===== src/rtl/multi_button_debouncer.sv =====
// N-channel push-button debouncer: 2-flop synchroniser, stability filter,
// edge pulses and a hold/auto-repeat FSM per channel, all channels independent.
module multi_button_debouncer #(
    parameter int N_BUTTONS     = 4,
    parameter int BOUNCE_DELAY  = 100000,
    parameter int HOLD_DELAY    = 50000000,
    parameter int REPEAT_PERIOD = 10000000,
    parameter int ACTIVE_LOW    = 1
) (
    input  logic                 CLK,
    input  logic                 RST,
    input  logic [N_BUTTONS-1:0] NoisyButtonIn,
    output logic [N_BUTTONS-1:0] CleanButtonOut,
    output logic [N_BUTTONS-1:0] PressPulse,
    output logic [N_BUTTONS-1:0] ReleasePulse,
    output logic [N_BUTTONS-1:0] LongPressPulse,
    output logic [N_BUTTONS-1:0] RepeatPulse
);

    localparam int BW   = $clog2(BOUNCE_DELAY + 1);
    localparam int HMAX = (HOLD_DELAY > REPEAT_PERIOD) ? HOLD_DELAY : REPEAT_PERIOD;
    localparam int HW   = $clog2(HMAX + 1);

    localparam logic [BW-1:0] BOUNCE_MAX  = BW'(BOUNCE_DELAY);
    localparam logic [HW-1:0] HOLD_LAST   = HW'(HOLD_DELAY - 1);
    localparam logic [HW-1:0] REPEAT_LAST = HW'(REPEAT_PERIOD - 1);
    // Raw pin level of a released button; XOR with it normalises to 1 = pressed.
    localparam logic          POLARITY    = (ACTIVE_LOW != 0) ? 1'b1 : 1'b0;

    typedef enum logic [1:0] {
        IDLE   = 2'd0,
        HELD   = 2'd1,
        REPEAT = 2'd2
    } hold_state_t;

    for (genvar i = 0; i < N_BUTTONS; i++) begin : g_chan
        logic [1:0]    sync_r;
        logic          last_r;
        logic [BW-1:0] bcnt_r;
        logic          clean_r;
        logic          press_r;
        logic          release_r;
        hold_state_t   state_r;
        logic [HW-1:0] hcnt_r;
        logic          long_r;
        logic          repeat_r;
        logic          long_done_r;

        logic          sample_s;
        logic [BW-1:0] bcnt_next_s;
        logic          settle_s;
        logic          rise_s;
        logic          fall_s;

        // Next stability count and the debounced edge decided on this cycle.
        always_comb begin
            sample_s    = sync_r[1] ^ POLARITY;
            bcnt_next_s = (bcnt_r == BOUNCE_MAX) ? BOUNCE_MAX : bcnt_r + BW'(1);
            settle_s    = 1'b0;
            if ((sample_s == last_r) && (bcnt_next_s == BOUNCE_MAX) && (last_r != clean_r)) begin
                settle_s = 1'b1;
            end else begin
                settle_s = 1'b0;
            end
            rise_s = settle_s & last_r;
            fall_s = settle_s & ~last_r;
        end

        // Synchroniser, stability counter, debounced level and edge pulses.
        always_ff @(posedge CLK) begin
            if (RST) begin
                sync_r    <= {2{POLARITY}};
                last_r    <= 1'b0;
                bcnt_r    <= {BW{1'b0}};
                clean_r   <= 1'b0;
                press_r   <= 1'b0;
                release_r <= 1'b0;
            end else begin
                sync_r <= {sync_r[0], NoisyButtonIn[i]};
                if (sample_s != last_r) begin
                    last_r <= sample_s;
                    bcnt_r <= {BW{1'b0}};
                end else begin
                    bcnt_r <= bcnt_next_s;
                end
                if (settle_s) begin
                    clean_r <= last_r;
                end
                press_r   <= rise_s;
                release_r <= fall_s;
            end
        end

        // Hold/repeat FSM; a debounced release in the same cycle suppresses any pulse.
        always_ff @(posedge CLK) begin
            if (RST) begin
                state_r     <= IDLE;
                hcnt_r      <= {HW{1'b0}};
                long_r      <= 1'b0;
                repeat_r    <= 1'b0;
                long_done_r <= 1'b0;
            end else begin
                long_r   <= 1'b0;
                repeat_r <= 1'b0;
                if (fall_s) begin
                    state_r     <= IDLE;
                    hcnt_r      <= {HW{1'b0}};
                    long_done_r <= 1'b0;
                end else begin
                    case (state_r)
                        IDLE: begin
                            hcnt_r      <= {HW{1'b0}};
                            long_done_r <= 1'b0;
                            if (rise_s) begin
                                state_r <= HELD;
                            end
                        end
                        HELD: begin
                            if (long_done_r) begin
                                hcnt_r <= hcnt_r;
                            end else if (hcnt_r == HOLD_LAST) begin
                                long_r <= 1'b1;
                                hcnt_r <= {HW{1'b0}};
                                if (REPEAT_PERIOD > 0) begin
                                    state_r <= REPEAT;
                                end else begin
                                    long_done_r <= 1'b1;
                                end
                            end else begin
                                hcnt_r <= hcnt_r + HW'(1);
                            end
                        end
                        REPEAT: begin
                            if (hcnt_r == REPEAT_LAST) begin
                                repeat_r <= 1'b1;
                                hcnt_r   <= {HW{1'b0}};
                            end else begin
                                hcnt_r <= hcnt_r + HW'(1);
                            end
                        end
                        default: begin
                            state_r <= IDLE;
                            hcnt_r  <= {HW{1'b0}};
                        end
                    endcase
                end
            end
        end

        assign CleanButtonOut[i] = clean_r;
        assign PressPulse[i]     = press_r;
        assign ReleasePulse[i]   = release_r;
        assign LongPressPulse[i] = long_r;
        assign RepeatPulse[i]    = repeat_r;
    end

endmodule


===== config.mk =====
export PLATFORM = sky130hd
export DESIGN_NAME = multi_button_debouncer
export DESIGN_NICKNAME = d
export VERILOG_FILES = /design/src/rtl/multi_button_debouncer.sv
export SDC_FILE = /design/constraint.sdc
export NUM_CORES = 1
export LEC_CHECK = 0
export ABC_AREA = 1
export ABC_CLOCK_PERIOD_IN_PS = 2000
export BUFFER_PORTS_ARGS = -buffer_cell sky130_fd_sc_hd__buf_4
export CAP_MARGIN = 20
export CORE_MARGIN = 1.5
export CORE_UTILIZATION = 30
export CTS_BUF_LIST = sky130_fd_sc_hd__clkbuf_8
export DETAILED_ROUTE_END_ITERATION = 7
export GPL_ROUTABILITY_DRIVEN = 0
export SYNTH_ARGS = -nofsm -noshare
export SYNTH_HDL_FRONTEND = slang
export SYNTH_SLANG_ARGS = --single-unit

===== constraint.sdc =====
create_clock -name CLK -period 2 [get_ports CLK]
set_clock_uncertainty 0.15 [all_clocks]
set_input_delay 0.2 -clock CLK [delete_from_list [all_inputs] [get_ports CLK]]
set_output_delay 0.2 -clock CLK [all_outputs]
set_load 0.03 [all_outputs]

# Yosys cells after proc, flatten, opt, wreduce, memory -nomap -nowiden
# Cells that the tools add are included.
[classes] add_sub_neg=8 n_mux=56 n_eq_ne=48 reduce_logical=36 bitwise=24
[ops] cell="$mux 26" count=12
[ops] cell="$pmux 26 s2" count=4
[ops] cell="$eq 17x17->1 const B" count=8
[ops] cell="$add 26x1->26 const B" count=4
[ops] cell="$eq 26x24->1 const B" count=4
[ops] cell="$eq 26x26->1 const B" count=4
[ops] cell="$add 17x1->17 const B" count=4
[ops] cell="$mux 17" count=4
[ops] cell="$mux 2" count=12
[ops] cell="$ne 2x2->1 const B" count=12
[ops] cell="$pmux 2 s3" count=4
[ops] cell="$mux 1" count=16
[ops] cell="$not 1->1" count=16
[ops] cell="$reduce_and 4->1" count=4
[ops] cell="$reduce_or 2->1" count=8
[ops] cell="$reduce_or 4->1" count=4
[ops] cell="$reduce_or 3->1" count=4
[ops] cell="$and 1x1->1" count=8
[ops] cell="$eq 2x1->1 const B" count=4
[ops] cell="$eq 2x2->1 const B" count=4
[ops] cell="$logic_and 1x1->1" count=8
[ops] cell="$logic_not 2->1" count=4
[ops] cell="$ne 1x1->1" count=8
[ops] cell="$pmux 1 s2" count=4
[ops] cell="other kinds (2)" count=8
[totals] inputBits=6 out_inout_bits=20 regBits=216 word_cells=216

# Depth between registers and ports, before layout
[logic_depth] ltp_word=9 ltp_mapped=17 mapped_depth_nobuf=17

# Worst setup path after synthesis
# No wires, ideal clock.
[synth_timing] path_type="reg-to-reg" from="register g_chan[1].bcnt_r[0]" to="register g_chan[1].hcnt_r[9]" path_stages_with_launch=16 setup_slack_ns=-0.119 synth_period_minus_slack_ns=2.119 path_buffers=1 t_arrival_ns=1.851 path_cell_list="dfxtp_1 ha_1 nand2_1 nor2_1 nand2_2 nor2_2 nand3b_1 nand2_1 nand3_1 nor2_2 nand3_2 nand2_4 inv_2 o21ai_4 buf_12 nor2_2"
[synth_between] elab_chain_len=8
[synth_rtl] item="start: declaration" line="39" source="logic [BW-1:0] bcnt_r;"
[synth_rtl] item="start signal: assignment" line="74" source="bcnt_r <= {BW{1'b0}};"
[synth_rtl] item="start signal: assignment" line="82" source="bcnt_r <= {BW{1'b0}};"
[synth_rtl] item="start signal: assignment" line="84" source="bcnt_r <= bcnt_next_s;"
[synth_rtl] item="$add 17x1->17 or $eq 17x17->1 (tied branches)" line="58" source="bcnt_next_s = (bcnt_r == BOUNCE_MAX) ? BOUNCE_MAX : bcnt_r + BW'(1);"
[synth_rtl] item="$mux 17 (*)" line="58"
[synth_rtl] item="$eq 17x17->1 (*)" line="60" source="if ((sample_s == last_r) && (bcnt_next_s == BOUNCE_MAX) && (last_r != clean_r)) begin"
[synth_rtl] item="$logic_and 1x1->1 (*) (2 in series)" line="60"
[synth_rtl] item="$mux 1 (*)" line="60"
[synth_rtl] item="$and 1x1->1 (*)" line="66" source="fall_s = settle_s & ~last_r;"
[synth_rtl] item="$reduce_or 2->1 (no source line) (*)"
[synth_rtl] item="end signal: assignment" line="98" source="hcnt_r <= {HW{1'b0}};"
[synth_rtl] item="end signal: assignment" line="107" source="hcnt_r <= {HW{1'b0}};"
[synth_rtl] item="end signal: assignment" line="112" source="hcnt_r <= {HW{1'b0}};"
[synth_rtl] item="end: declaration" line="44" source="logic [HW-1:0] hcnt_r;"
# Every way passes the cells marked *; elsewhere a longest branch is shown, timed or not.
# A chain may end at the register's enable or synchronous reset.

# Final worst setup path
[layout_timing] from="register g_chan[1].bcnt_r[1]" to="register g_chan[1].hcnt_r[23]"
# The elaborated chain is that of the path after synthesis.

==> key figures <==
Place
  – Placed cell area: 0.0154 sq mm
  – PortBufs: 25
  – Post-DP HPWL: 24,700 um

Drt
  – DR iter-0 viols: 647
  – Vias: 13,000
  – Number of nets with antenna violations after routing: 0
  – DRC violations left: 0
  – Vias per cell: 4.68
  – DRT Wirelength: 35,100 um
  – Initial DRT Pass Iterations: 5
  – Routed len/inst: 12.6 um

Die
  – Die Wd: 206 um
  – Die footprint: 0.0424 sq mm
  – Top-Level Pins: 26
  – Chip height: 206 um
  – Initial Util: 30.3%
  – # rows: 74
  – Core Region: 0.0407 sq mm

Synthesis
  – Top-count cell post-synth: nand2_1
  – Ys flop type: dfxtp_1
  – Area leader, netlist: dfxtp_1
  – Synth warnings: 0
  – Synthesized net count: 1,898
  – Top cells by count, synth: 411 x nand2_1, 310 x nor2_1, 236 x inv_1
  – Synthesized area per cell: 6.61 sq um
  – Synth cell types: 47
  – Synth Instances: 1,868
  – Area contributors post-synth: dfxtp_1 35%, nand2_1 12%, nor2_1 9.4%, inv_1 7.2%, xor2_1 5.6%
  – Post-synth EDFFs: 0
  – Post-Syn Area: 0.0124 sq mm
  – Flops & latches, synth: 216
  – Post-synth top area share: 35.0%
  – Async S/R FF share, synth: 0%
  – Post-synthesis sequential area ratio: 35.0%

CTS
  – CTS max path bufs: 3
  – TritonCTS clock tree: yes
  – CTS Root Buffer Type: clkbuf_8
  – H-tree depth: 2
  – CTS buffer count: 42
  – Clock slew at reported path FFs: 70 ps
  – Clock Latency Late Sink: 610 ps
  – CTS Sinks: 216

Power
  – Clock power frac: 48.7%
  – Net Sw Power: 2.35 mW
  – Sequential share of power: 46.4%
  – Lkg Pwr: 6.91 nW
  – Combinational share of power: 4.9%
  – Maximum vdd ir drop: 0.000352 V
  – Switch share: 24.9%
  – Pwr dens: 535 mW/mm^2
  – Internal power: 7.07 mW

Worst hold path
  – HP Class: input port to register

Final layout
  – Post-route cell area: 0.0176 sq mm
  – # diodes: 0
  – Nets: 2,250
  – Final core occ: 43.2%
  – Layout cell share with drive strength beyond 1: 32.6%
  – Synth-to-layout area growth: 42.6%
  – Fillers: 4,099

STA
  – Final Hold Violating Endpoints: 0
  – Slew @ Worst Pin: 479 ps
  – Final setup vio count: 132
  – Final period util: 112%
  – Final Max Tran Viols: 0
  – Setup ws final: -233 ps
  – Worst slew margin: 68.0%
  – RSZ-0062 raised after global routing: true
  – Fin crit period: 2230 ps
  – F_max: 0.448 GHz

Critical path
  – R2R Setup Slk: -230 ps
  – WS Path Type: register to register
  – Setup crit end kind: register
  – WP data arrival: 2540 ps
  – CP Max Fanout: 8
  – Startpoint types: register
  – Req. time, crit path: 2310 ps

Global route
  – Wire length of the first global-routing pass: 58,600 um
  – Number of global-route vias before repair: 12,700
  – Gr usage total: 16.6%
  – Initial antenna violation count: 0
  – Largest net degree at the start of global routing: 23
  – Total grt overflow: 0

Status
  – Failing checks: setup timing
  – Status: finished, violations left

Job
  – Max cap viols: 0
-- routing by layer --
metal / track usage (%) / part of all wire (%) / vias to the layer above / routed length (um)
met1: 20.8 / 45 / 5980 / 15900
li1: - / - / 6701 / -
met2: 28.1 / 47 / 280 / 16500
met3: 3.37 / 5.1 / 68 / 1800
met5: 0 / 0 / - / 0
met4: 5.51 / 2.4 / 0 / 852
-- final cells by class --
type,instances,area (sq um),area share [%]
clock buffers,56,771,4.38
flip-flops and latches,216,4400,25.0
repair buffers,359,2940,16.7
clock inverters,20,109,0.618
inverters,241,920,5.22
multi-input cells,1360,7810,44.3
well taps,532,666,3.78
-- through the flow --
step | power [mW] | TNS, ps | worst slack [ps] | hold slack [ps] | instances
final | 9.42 | -19330 | -233 | 163 | 2784
after global routing | 9.81 | -40350 | -376 | 145 | 2784
after CTS | 9.55 | -17270 | -197 | 109 | 2775
after detailed placement | 4.80 | -26970 | -313 | 236 | 2674
after global placement | 4.80 | -22420 | -256 | 238 | 2674
after floorplan | 4.63 | -832 | -42.4 | 154 | 1868
-- power groups by stage --
stage                     Clock, mW  Combinational, mW  Sequential, mW
after CTS                      4.76              0.420            4.37
after floorplan                   0              0.182            4.45
after detailed placement          0              0.347            4.46
after global routing           4.93              0.502            4.37
final                          4.59              0.458            4.37
after global placement            0              0.342            4.45
-- placed cells by master, fill, tap and decap left out, drive strengths merged, types with 12 or more instances in the layout --
master | netlist | routed
xor2 | 81 | 81
dfxtp | 216 | 216
xnor2 | 12 | 12
clkbuf | 17 | 59
or2 | 26 | 26
o21ai | 41 | 41
inv | 241 | 251
nor2 | 335 | 335
nand3 | 127 | 127
nand2 | 418 | 418
o22ai | 22 | 22
buf | 34 | 350
a21oi | 76 | 76
ha | 24 | 24
nand4 | 78 | 78
nor4 | 30 | 30
nor3 | 61 | 61
-- worst paths after layout --
path	cells after the start	to	startpoint
hold / removal	3	g_chan[3].sync_r[0]	NoisyButtonIn[3]
hold reg to reg	1	g_chan[3].sync_r[1]	g_chan[3].sync_r[0]
setup / recovery	15	g_chan[1].hcnt_r[23]	g_chan[1].bcnt_r[1]
setup reg to reg	15	g_chan[1].hcnt_r[23]	g_chan[1].bcnt_r[1]
-- worst max-delay path, cell delays in order, from the launching register on --
cell and delay [ps]:
dfxtp_4 380, ha_4 160, nand2_4 50, nor2_4 130, nand2_4 90, nor2_4 110
nand3b_1 120, nand2_2 100, nand3_2 90, nor2_4 150, nand3_2 100, nand2_4 80
inv_4 40, o21ai_4 110, buf_12 180, nor2_1 50
-- sequential cells by signal, summed over array words and instances (netlist names) --
signal	flops
g_chan.state_r	8
g_chan.clean_r	4
g_chan.repeat_r	4
g_chan.sync_r	8
g_chan.bcnt_r	68
g_chan.long_done_r	4
g_chan.long_r	4
g_chan.release_r	4
g_chan.hcnt_r	104
g_chan.last_r	4
g_chan.press_r	4
-- repair_timing --
action	CTS	global route
endpoints found under the setup margin	136	136
hold buffers	6	0
resized for setup	176	120
gates cloned	3	3
pin swaps	30	40
setup buffers	19	9
hold endpoints to repair	13	0
-- kinds of logic (layout without fill, tap and decap cells) --
group / count (synthesis) / after routing / synth area share [%]
AOI/OAI and AO/OA: 150 / 150 / 6.69
and+or+nand+nor: 1093 / 1093 / 39.3
xor gates and xnor gates: 93 / 93 / 6.72
adders and majority gates: 24 / 24 / 2.43
DFF: 216 / 216 / 35.0
buffers and inverters: 292 / 676 / 9.86
(Power assumes the default switching activity.)
